File: src/rtl/tc_tile_sched_if.sv
// tc_tile_sched_if: tile-issue handshake and partial-sum tag bus between the
// tile scheduler (master) and the tile-select / tc_array / psum-buffer path
// (slave).
//
// Ports (signals):
//   tile_valid  master->slave  tile coordinate valid
//   tile_ready  slave->master  datapath accepts the tile
//   ptr_m/k/n   master->slave  tile origin (row, reduction, column)
//   first_k     master->slave  first reduction slice of this C tile
//   last_k      master->slave  last reduction slice of this C tile
//   psum_valid  master->slave  one tile result is at the array output
//   psum_row    master->slave  row origin of that result
//   psum_col    master->slave  column origin of that result
//   psum_clear  master->slave  overwrite instead of accumulate
//   psum_last   master->slave  the C tile is final after this result
//
// Handshake: a tile transfers in every cycle where tile_valid and tile_ready
// are both high (a "fire"). Once tile_valid is high, ptr_*/first_k/last_k
// stay stable until the fire. tile_valid does not depend on tile_ready.
// The psum_* group has no ready: the slave must take every psum_valid
// cycle, and psum_* are all zero while psum_valid is low.
interface tc_tile_sched_if #(
    parameter int DW_POS = 6
) ();
    logic              tile_valid;
    logic              tile_ready;
    logic [DW_POS-1:0] ptr_m;
    logic [DW_POS-1:0] ptr_k;
    logic [DW_POS-1:0] ptr_n;
    logic              first_k;
    logic              last_k;
    logic              psum_valid;
    logic [DW_POS-1:0] psum_row;
    logic [DW_POS-1:0] psum_col;
    logic              psum_clear;
    logic              psum_last;

    modport master (
        output tile_valid, ptr_m, ptr_k, ptr_n, first_k, last_k,
        output psum_valid, psum_row, psum_col, psum_clear, psum_last,
        input  tile_ready
    );

    modport slave (
        input  tile_valid, ptr_m, ptr_k, ptr_n, first_k, last_k,
        input  psum_valid, psum_row, psum_col, psum_clear, psum_last,
        output tile_ready
    );
endinterface

File: src/rtl/tc_tile_sched.sv
// tc_tile_sched: walks the (m,k,n) tile iteration space (m innermost, then
// k, then n), issuing one tile origin per handshake, and delays each issued
// tile's tags through a LAT-deep pipeline so they line up with the array
// output for the partial-sum buffer.
//
// Ports:
//   clk        clock
//   reset_n    asynchronous active-low reset
//   start      begin a pass (honoured only in IDLE)
//   abort      terminate the current pass (ISSUE or DRAIN)
//   busy       high in ISSUE and DRAIN
//   done       one-cycle pulse on normal completion
//   dbg_state  current FSM state (0 IDLE, 1 ISSUE, 2 DRAIN, 3 DONE)
//   tif        tile handshake and psum tag bus (master side)
module tc_tile_sched #(
    parameter int M      = 32,
    parameter int N      = 32,
    parameter int K      = 32,
    parameter int TILE_M = 4,
    parameter int TILE_N = 4,
    parameter int TILE_K = 8,
    parameter int DW_POS = 6,
    parameter int LAT    = 6
) (
    input  logic            clk,
    input  logic            reset_n,
    input  logic            start,
    input  logic            abort,
    output logic            busy,
    output logic            done,
    output logic [1:0]      dbg_state,
    tc_tile_sched_if.master tif
);
    typedef enum logic [1:0] {
        S_IDLE  = 2'd0,
        S_ISSUE = 2'd1,
        S_DRAIN = 2'd2,
        S_DONE  = 2'd3
    } state_t;

    localparam logic [DW_POS-1:0] M_LAST = DW_POS'(M - TILE_M);
    localparam logic [DW_POS-1:0] N_LAST = DW_POS'(N - TILE_N);
    localparam logic [DW_POS-1:0] K_LAST = DW_POS'(K - TILE_K);
    localparam logic [DW_POS-1:0] M_STEP = DW_POS'(TILE_M);
    localparam logic [DW_POS-1:0] N_STEP = DW_POS'(TILE_N);
    localparam logic [DW_POS-1:0] K_STEP = DW_POS'(TILE_K);

    state_t            state_q, state_d;
    logic [DW_POS-1:0] m_q, m_d, k_q, k_d, n_q, n_d;

    logic [LAT-1:0]    vld_q;
    logic [LAT-1:0]    clr_q;
    logic [LAT-1:0]    lst_q;
    logic [DW_POS-1:0] row_q [LAT];
    logic [DW_POS-1:0] col_q [LAT];

    logic issue, fire, flush, last_tile, pipe_busy, first_k, last_k;

    assign issue     = (state_q == S_ISSUE);
    assign fire      = issue & tif.tile_ready;
    assign flush     = abort & (issue | (state_q == S_DRAIN));
    assign last_tile = (m_q == M_LAST) && (k_q == K_LAST) && (n_q == N_LAST);
    assign first_k   = issue && (k_q == '0);
    assign last_k    = issue && (k_q == K_LAST);

    // Anything still in flight ahead of the output stage. The output stage
    // itself is excluded so DONE follows the final psum_valid directly.
    always_comb begin
        pipe_busy = 1'b0;
        for (int i = 0; i < LAT - 1; i++) begin
            pipe_busy = pipe_busy | vld_q[i];
        end
    end

    always_ff @(posedge clk or negedge reset_n) begin
        if (!reset_n) begin
            state_q <= S_IDLE;
            m_q     <= '0;
            k_q     <= '0;
            n_q     <= '0;
        end else begin
            state_q <= state_d;
            m_q     <= m_d;
            k_q     <= k_d;
            n_q     <= n_d;
        end
    end

    // Pointers are zero whenever no pass is issuing, so IDLE needs no
    // explicit clear beyond the entry paths below.
    always_comb begin
        state_d = state_q;
        m_d     = m_q;
        k_d     = k_q;
        n_d     = n_q;
        unique case (state_q)
            S_IDLE: begin
                if (start) begin
                    state_d = S_ISSUE;
                    m_d     = '0;
                    k_d     = '0;
                    n_d     = '0;
                end
            end
            S_ISSUE: begin
                if (abort) begin
                    state_d = S_IDLE;
                    m_d     = '0;
                    k_d     = '0;
                    n_d     = '0;
                end else if (tif.tile_ready) begin
                    if (last_tile) begin
                        state_d = S_DRAIN;
                        m_d     = '0;
                        k_d     = '0;
                        n_d     = '0;
                    end else if (m_q != M_LAST) begin
                        m_d = m_q + M_STEP;
                    end else begin
                        m_d = '0;
                        if (k_q != K_LAST) begin
                            k_d = k_q + K_STEP;
                        end else begin
                            k_d = '0;
                            n_d = n_q + N_STEP;
                        end
                    end
                end
            end
            S_DRAIN: begin
                if (abort) begin
                    state_d = S_IDLE;
                end else if (!pipe_busy) begin
                    state_d = S_DONE;
                end
            end
            S_DONE: begin
                state_d = S_IDLE;
            end
            default: begin
                state_d = S_IDLE;
            end
        endcase
    end

    // Tag pipeline: shifts every cycle; tags are zeroed on entry for
    // non-fire cycles so psum_* read zero whenever psum_valid is low.
    always_ff @(posedge clk or negedge reset_n) begin
        if (!reset_n) begin
            vld_q <= '0;
            clr_q <= '0;
            lst_q <= '0;
            for (int i = 0; i < LAT; i++) begin
                row_q[i] <= '0;
                col_q[i] <= '0;
            end
        end else if (flush) begin
            vld_q <= '0;
            clr_q <= '0;
            lst_q <= '0;
            for (int i = 0; i < LAT; i++) begin
                row_q[i] <= '0;
                col_q[i] <= '0;
            end
        end else begin
            vld_q[0] <= fire;
            clr_q[0] <= fire & first_k;
            lst_q[0] <= fire & last_k;
            row_q[0] <= fire ? m_q : '0;
            col_q[0] <= fire ? n_q : '0;
            for (int i = 1; i < LAT; i++) begin
                vld_q[i] <= vld_q[i-1];
                clr_q[i] <= clr_q[i-1];
                lst_q[i] <= lst_q[i-1];
                row_q[i] <= row_q[i-1];
                col_q[i] <= col_q[i-1];
            end
        end
    end

    assign busy           = issue | (state_q == S_DRAIN);
    assign done           = (state_q == S_DONE);
    assign dbg_state      = state_q;

    assign tif.tile_valid = issue;
    assign tif.ptr_m      = m_q;
    assign tif.ptr_k      = k_q;
    assign tif.ptr_n      = n_q;
    assign tif.first_k    = first_k;
    assign tif.last_k     = last_k;

    assign tif.psum_valid = vld_q[LAT-1];
    assign tif.psum_clear = clr_q[LAT-1];
    assign tif.psum_last  = lst_q[LAT-1];
    assign tif.psum_row   = row_q[LAT-1];
    assign tif.psum_col   = col_q[LAT-1];
endmodule

File: src/flat_wrapper.sv
// flat-port wrapper written by rule: the top's interface ports become plain ports
module tc_tile_sched_flat 
#(
    parameter int M      = 32,
    parameter int N      = 32,
    parameter int K      = 32,
    parameter int TILE_M = 4,
    parameter int TILE_N = 4,
    parameter int TILE_K = 8,
    parameter int DW_POS = 6,
    parameter int LAT    = 6
)
  (clk, reset_n, start, abort, busy, done, dbg_state, tif_tile_valid, tif_ptr_m, tif_ptr_k, tif_ptr_n, tif_first_k, tif_last_k, tif_psum_valid, tif_psum_row, tif_psum_col, tif_psum_clear, tif_psum_last, tif_tile_ready);
  tc_tile_sched_if #(.DW_POS(DW_POS)) tif_i ();
  input  logic clk;
  input  logic reset_n;
  input  logic start;
  input  logic abort;
  output logic busy;
  output logic done;
  output logic [1:0] dbg_state;
  output wire logic [$bits(tif_i.tile_valid)-1:0] tif_tile_valid;
  output wire logic [$bits(tif_i.ptr_m)-1:0] tif_ptr_m;
  output wire logic [$bits(tif_i.ptr_k)-1:0] tif_ptr_k;
  output wire logic [$bits(tif_i.ptr_n)-1:0] tif_ptr_n;
  output wire logic [$bits(tif_i.first_k)-1:0] tif_first_k;
  output wire logic [$bits(tif_i.last_k)-1:0] tif_last_k;
  output wire logic [$bits(tif_i.psum_valid)-1:0] tif_psum_valid;
  output wire logic [$bits(tif_i.psum_row)-1:0] tif_psum_row;
  output wire logic [$bits(tif_i.psum_col)-1:0] tif_psum_col;
  output wire logic [$bits(tif_i.psum_clear)-1:0] tif_psum_clear;
  output wire logic [$bits(tif_i.psum_last)-1:0] tif_psum_last;
  input wire logic [$bits(tif_i.tile_ready)-1:0] tif_tile_ready;
  assign tif_tile_valid = tif_i.tile_valid;
  assign tif_ptr_m = tif_i.ptr_m;
  assign tif_ptr_k = tif_i.ptr_k;
  assign tif_ptr_n = tif_i.ptr_n;
  assign tif_first_k = tif_i.first_k;
  assign tif_last_k = tif_i.last_k;
  assign tif_psum_valid = tif_i.psum_valid;
  assign tif_psum_row = tif_i.psum_row;
  assign tif_psum_col = tif_i.psum_col;
  assign tif_psum_clear = tif_i.psum_clear;
  assign tif_psum_last = tif_i.psum_last;
  assign tif_i.tile_ready = tif_tile_ready;
  tc_tile_sched #(.M(M), .N(N), .K(K), .TILE_M(TILE_M), .TILE_N(TILE_N), .TILE_K(TILE_K), .DW_POS(DW_POS), .LAT(LAT)) u_core (.clk(clk), .reset_n(reset_n), .start(start), .abort(abort), .busy(busy), .done(done), .dbg_state(dbg_state), .tif(tif_i));
endmodule
File: config.mk
export PLATFORM = sky130hd
export DESIGN_NAME = tc_tile_sched_flat
export DESIGN_NICKNAME = d
export VERILOG_FILES = /design/src/rtl/tc_tile_sched_if.sv /design/src/rtl/tc_tile_sched.sv /design/src/flat_wrapper.sv
export SDC_FILE = /design/constraint.sdc
export NUM_CORES = 1
export LEC_CHECK = 0
export CORE_MARGIN = 1.5
export CORE_UTILIZATION = 40
export CTS_CLUSTER_SIZE = 25
export DETAILED_ROUTE_END_ITERATION = 16
export PLACE_DENSITY = 0.76
export SETUP_SLACK_MARGIN = 0.3
export SYNTH_ARGS = -nofsm -noshare
export SYNTH_HDL_FRONTEND = slang
export SYNTH_SLANG_ARGS = --single-unit
File: constraint.sdc
create_clock -name clk -period 1.4 [get_ports clk]
set_input_delay 0.28 -clock clk [delete_from_list [all_inputs] [get_ports clk]]
set_output_delay 0.28 -clock clk [all_outputs]
set_load 0.05 [all_outputs]
==> results of run 1 <==
==> final timing paths <==
| check | from | endpoint | slack [ns] | cells after the start |
|---|---|---|---|---|
| max | u_core.dbg_state[1] | tif_first_k | -0.37 | 5 |
| min | reset_n | u_core.tif.ptr_m[5] | 0.33 | 2 |
| max reg2reg | u_core.dbg_state[0] | u_core.tif.ptr_n[2] | -0.33 | 7 |
| min reg2reg | u_core.row_q[29] | u_core.row_q[23] | 0.45 | 1 |
| max in group asynchronous | reset_n | u_core.col_q[31] | 0.57 | 3 |
| min in group clk | u_core.row_q[29] | u_core.row_q[23] | 0.45 | 1 |
==> synth_stat cells, drive strengths merged <==
master | instances | area share, %
or3 | 1 | 0.19
a41oi | 1 | 0.83
and2 | 71 | 13
conb | 1 | 0.11
nand3b | 1 | 0.23
buf | 21 | 5.0
nand2b | 3 | 0.64
dfrtp | 85 | 64
and2b | 2 | 0.53
nand3 | 4 | 0.60
o22ai | 1 | 0.19
a21oi | 3 | 0.45
a32o | 1 | 0.30
o211ai | 1 | 0.23
and3b | 3 | 0.87
nor2 | 3 | 0.34
a31oi | 2 | 0.38
o21ai | 7 | 1.1
ha | 8 | 3.0
a21o | 3 | 0.72
inv | 4 | 0.45
clkbuf | 7 | 0.79
nand2 | 8 | 0.91
nor3 | 4 | 0.60
o221ai | 1 | 0.45
o2bb2ai | 2 | 0.53
nor4b | 3 | 0.79
nand4 | 1 | 0.19
a2bb2oi | 1 | 0.26
o31ai | 3 | 0.68
and3 | 3 | 0.57
o41ai | 2 | 0.53
==> layout make-up <==
class,instances,area [um^2],share of cell area [%]
clock buffer,9,123.9,2.269
clock inverter,7,80.08,1.467
inverter,4,17.52,0.3208
multi-input combinational,154,1353,24.77
sequential,85,2140,39.18
tap,105,131.4,2.406
timing repair buffer,114,1615,29.58
==> power by group through the flow <==
stage,clock network (W),registers [W],logic (W)
after CTS,0.00179,0.00282,0.00427
after global placement,0,0.00285,0.00260
after detailed placement,0,0.00286,0.00266
after floorplan,0,0.00301,0.00150
after global routing,0.00194,0.00284,0.00482
final,0.00178,0.00282,0.00461
==> what timing repair did <==
item | CTS | global route
gates cloned | 10 | 0
resized for setup | 60 | 44
buffers inserted | 23 | 13
setup endpoints to repair | 117 | 117
hold buffers | 1 | 0
hold endpoints to repair | 13 | 0
pin swaps | 8 | 11
==> logic make-up (layout without fill, tap and decap cells) <==
family,Yosys count,in the layout
fa+ha+maj,8,8
compound gates,28,29
flops,85,85
other cells,1,8
buf+inv,32,134
simple gates,107,109
==> critical path, stage by stage, from the launching register on <==
cell     delay, ns
dfrtp_2       0.43
inv_4         0.06
ha_4          0.13
buf_6         0.09
nor4b_4       0.23
buf_12        0.18
==> per-stage QoR <==
step	area [um^2]	cells
after floorplan	3490	268
after global placement	4339	415
after detailed placement	4339	415
after CTS	5221	465
after global routing	5460	478
final	5460	478
==> layer usage <==
metal / vias to the layer above / global-route usage, %
met1: 1185 / 23.15
met4: 0 / 7.338
met2: 88 / 34.00
met5: - / 0
li1: 1063 / -
met3: 15 / 5.259
==> registers in the layout, summed over array words and instances, names as in the netlist <==
| signal | cells |
|---|---|
| u_core.col_q | 23 |
| u_core.tif.psum_row | 5 |
| u_core.tif.ptr_k | 3 |
| u_core.dbg_state | 2 |
| u_core.row_q | 22 |
| u_core.tif.psum_col | 4 |
| u_core.tif.ptr_m | 4 |
| u_core.vld_q | 6 |
| u_core.lst_q | 6 |
| u_core.clr_q | 6 |
| u_core.tif.ptr_n | 4 |
==> cells in the final DEF (no fill, tap or decap), types with 4 or more instances in the layout <==
cell type / instances
buf_16: 7
ha_4: 4
and2_4: 28
ha_1: 4
and2_1: 41
buf_12: 40
clkbuf_8: 9
o21ai_1: 6
dfrtp_1: 75
buf_4: 36
dfrtp_2: 10
conb_1: 8
nand2_1: 4
buf_6: 25
==> results.json, run 1 <==
{
  "crit_type": "reg2out",
  "dieArea_um2": 8847,
  "p_per_area_nw_per_um2": 1687,
  "seq_power_share_pct": 30.6,
  "end_kind": "output pin",
  "grt_max_degree": 29,
  "ctsLongestPathBuffers": 2,
  "crit_required_ns": 1.12,
  "clkPwrFrac_pct": 19.3,
  "setup_violations": 91,
  "synthAdderAreaFrac_pct": 3.018,
  "synth_cells": 261,
  "drt_first_pass_iters": 4,
  "hpwlAfterDp_mm": 3.773,
  "swShare_pct": 34.62,
  "intPower_w": 0.006021,
  "critPathLaunchType": "flip-flop",
  "place.gp.congestion": 0.8787,
  "topRoutingLayerUsed": "met4",
  "met1_length_mm": 3.258,
  "ys_ff_latch": 85,
  "cap_violations": 0,
  "chipWidth_um": 94.06,
  "routed_wl_mm": 8.030,
  "wl_met3_um": 355,
  "whs_ns": 0.3280,
  "drc": 0,
  "status": "finished, violations left",
  "syn_avg_cell_area_um2": 12.71,
  "cts_tree": "done",
  "clk_root_buffer_cell": "clkbuf_8",
  "yosysSeqAreaShare_pct": 64.13,
  "p_sw_w": 0.003189,
  "grt.overflow.total": 0,
  "cp_max_fo": 3,
  "violations": "setup timing",
  "drive_above_1_share_pct": 54.69,
  "synth_top_family_by_area": "simple AND/OR/NAND/NOR gates",
  "p_total_w": 0.009210,
  "ir_worst_vdd_uv": 1858,
  "rows": 33,
  "fin_nets": 381,
  "slew_violations": 0,
  "clk_pin_slew_ns": 0.09,
  "period_needed_ns": 1.766,
  "yosys.area_share.simple_pct": 19.92,
  "worst_skew_pair.late_latency_ns": 0.36,
  "worst_slack_ns": -0.3658,
  "grt_pass1_vias": 2402,
  "fin_crit_sh_pct": 126.1,
  "hold_viol_final": 0,
  "grt_pass1_wl_mm": 12.51,
  "power_leakage_nw": 2.629,
  "synth-compound-area-share_pct": 6.601,
  "clock-sinks": 85,
  "drt_iter0_drc": 68,
  "die_height_um": 94.06,
  "synth_warnings": 0,
  "areaGrowthSynthToFinish_pct": 64.62,
  "fill_cells": 543,
  "setup_tns_ns": -15.05,
  "final_core_util_pct": 67.13,
  "antenna_found_initial": 0,
  "yosys-mux-area-fraction_pct": 0,
  "cts_buffers": 9,
  "vias": 2351,
  "start_util_pct": 40.78,
  "arrival_ns": 1.49,
  "clock_skew_ns": 0.009086,
  "synth-xor-area-share_pct": 0,
  "yosysUniqueCellTypes": 37,
  "fmax_mhz": 566.3,
  "diodes": 0,
  "ioPinCount": 45,
  "dp_slack_ns": -0.2974,
  "min_path_type": "in2async",
  "ant_nets": 0,
  "pwr-share-comb_pct": 50.1,
  "htree_num_levels": 3,
  "via_per_inst": 4.918,
  "wl_met2_mm": 4.243,
  "core_area_um2": 8134,
  "synthesis.area_um2": 3317,
  "numPortBuffers": 37,
  "rsz0062_at_grt": "true",
  "wire_per_inst_um": 16.80,
  "grt_usage_pct": 19.58
}
Power figures use the tool's default switching activity.
==> run 2: changes to the inputs <==
Settings changed: CAP_MARGIN set to 20.
==> results of run 2 <==
No change in the layout: final DEF, timing and power equal those of run 1.
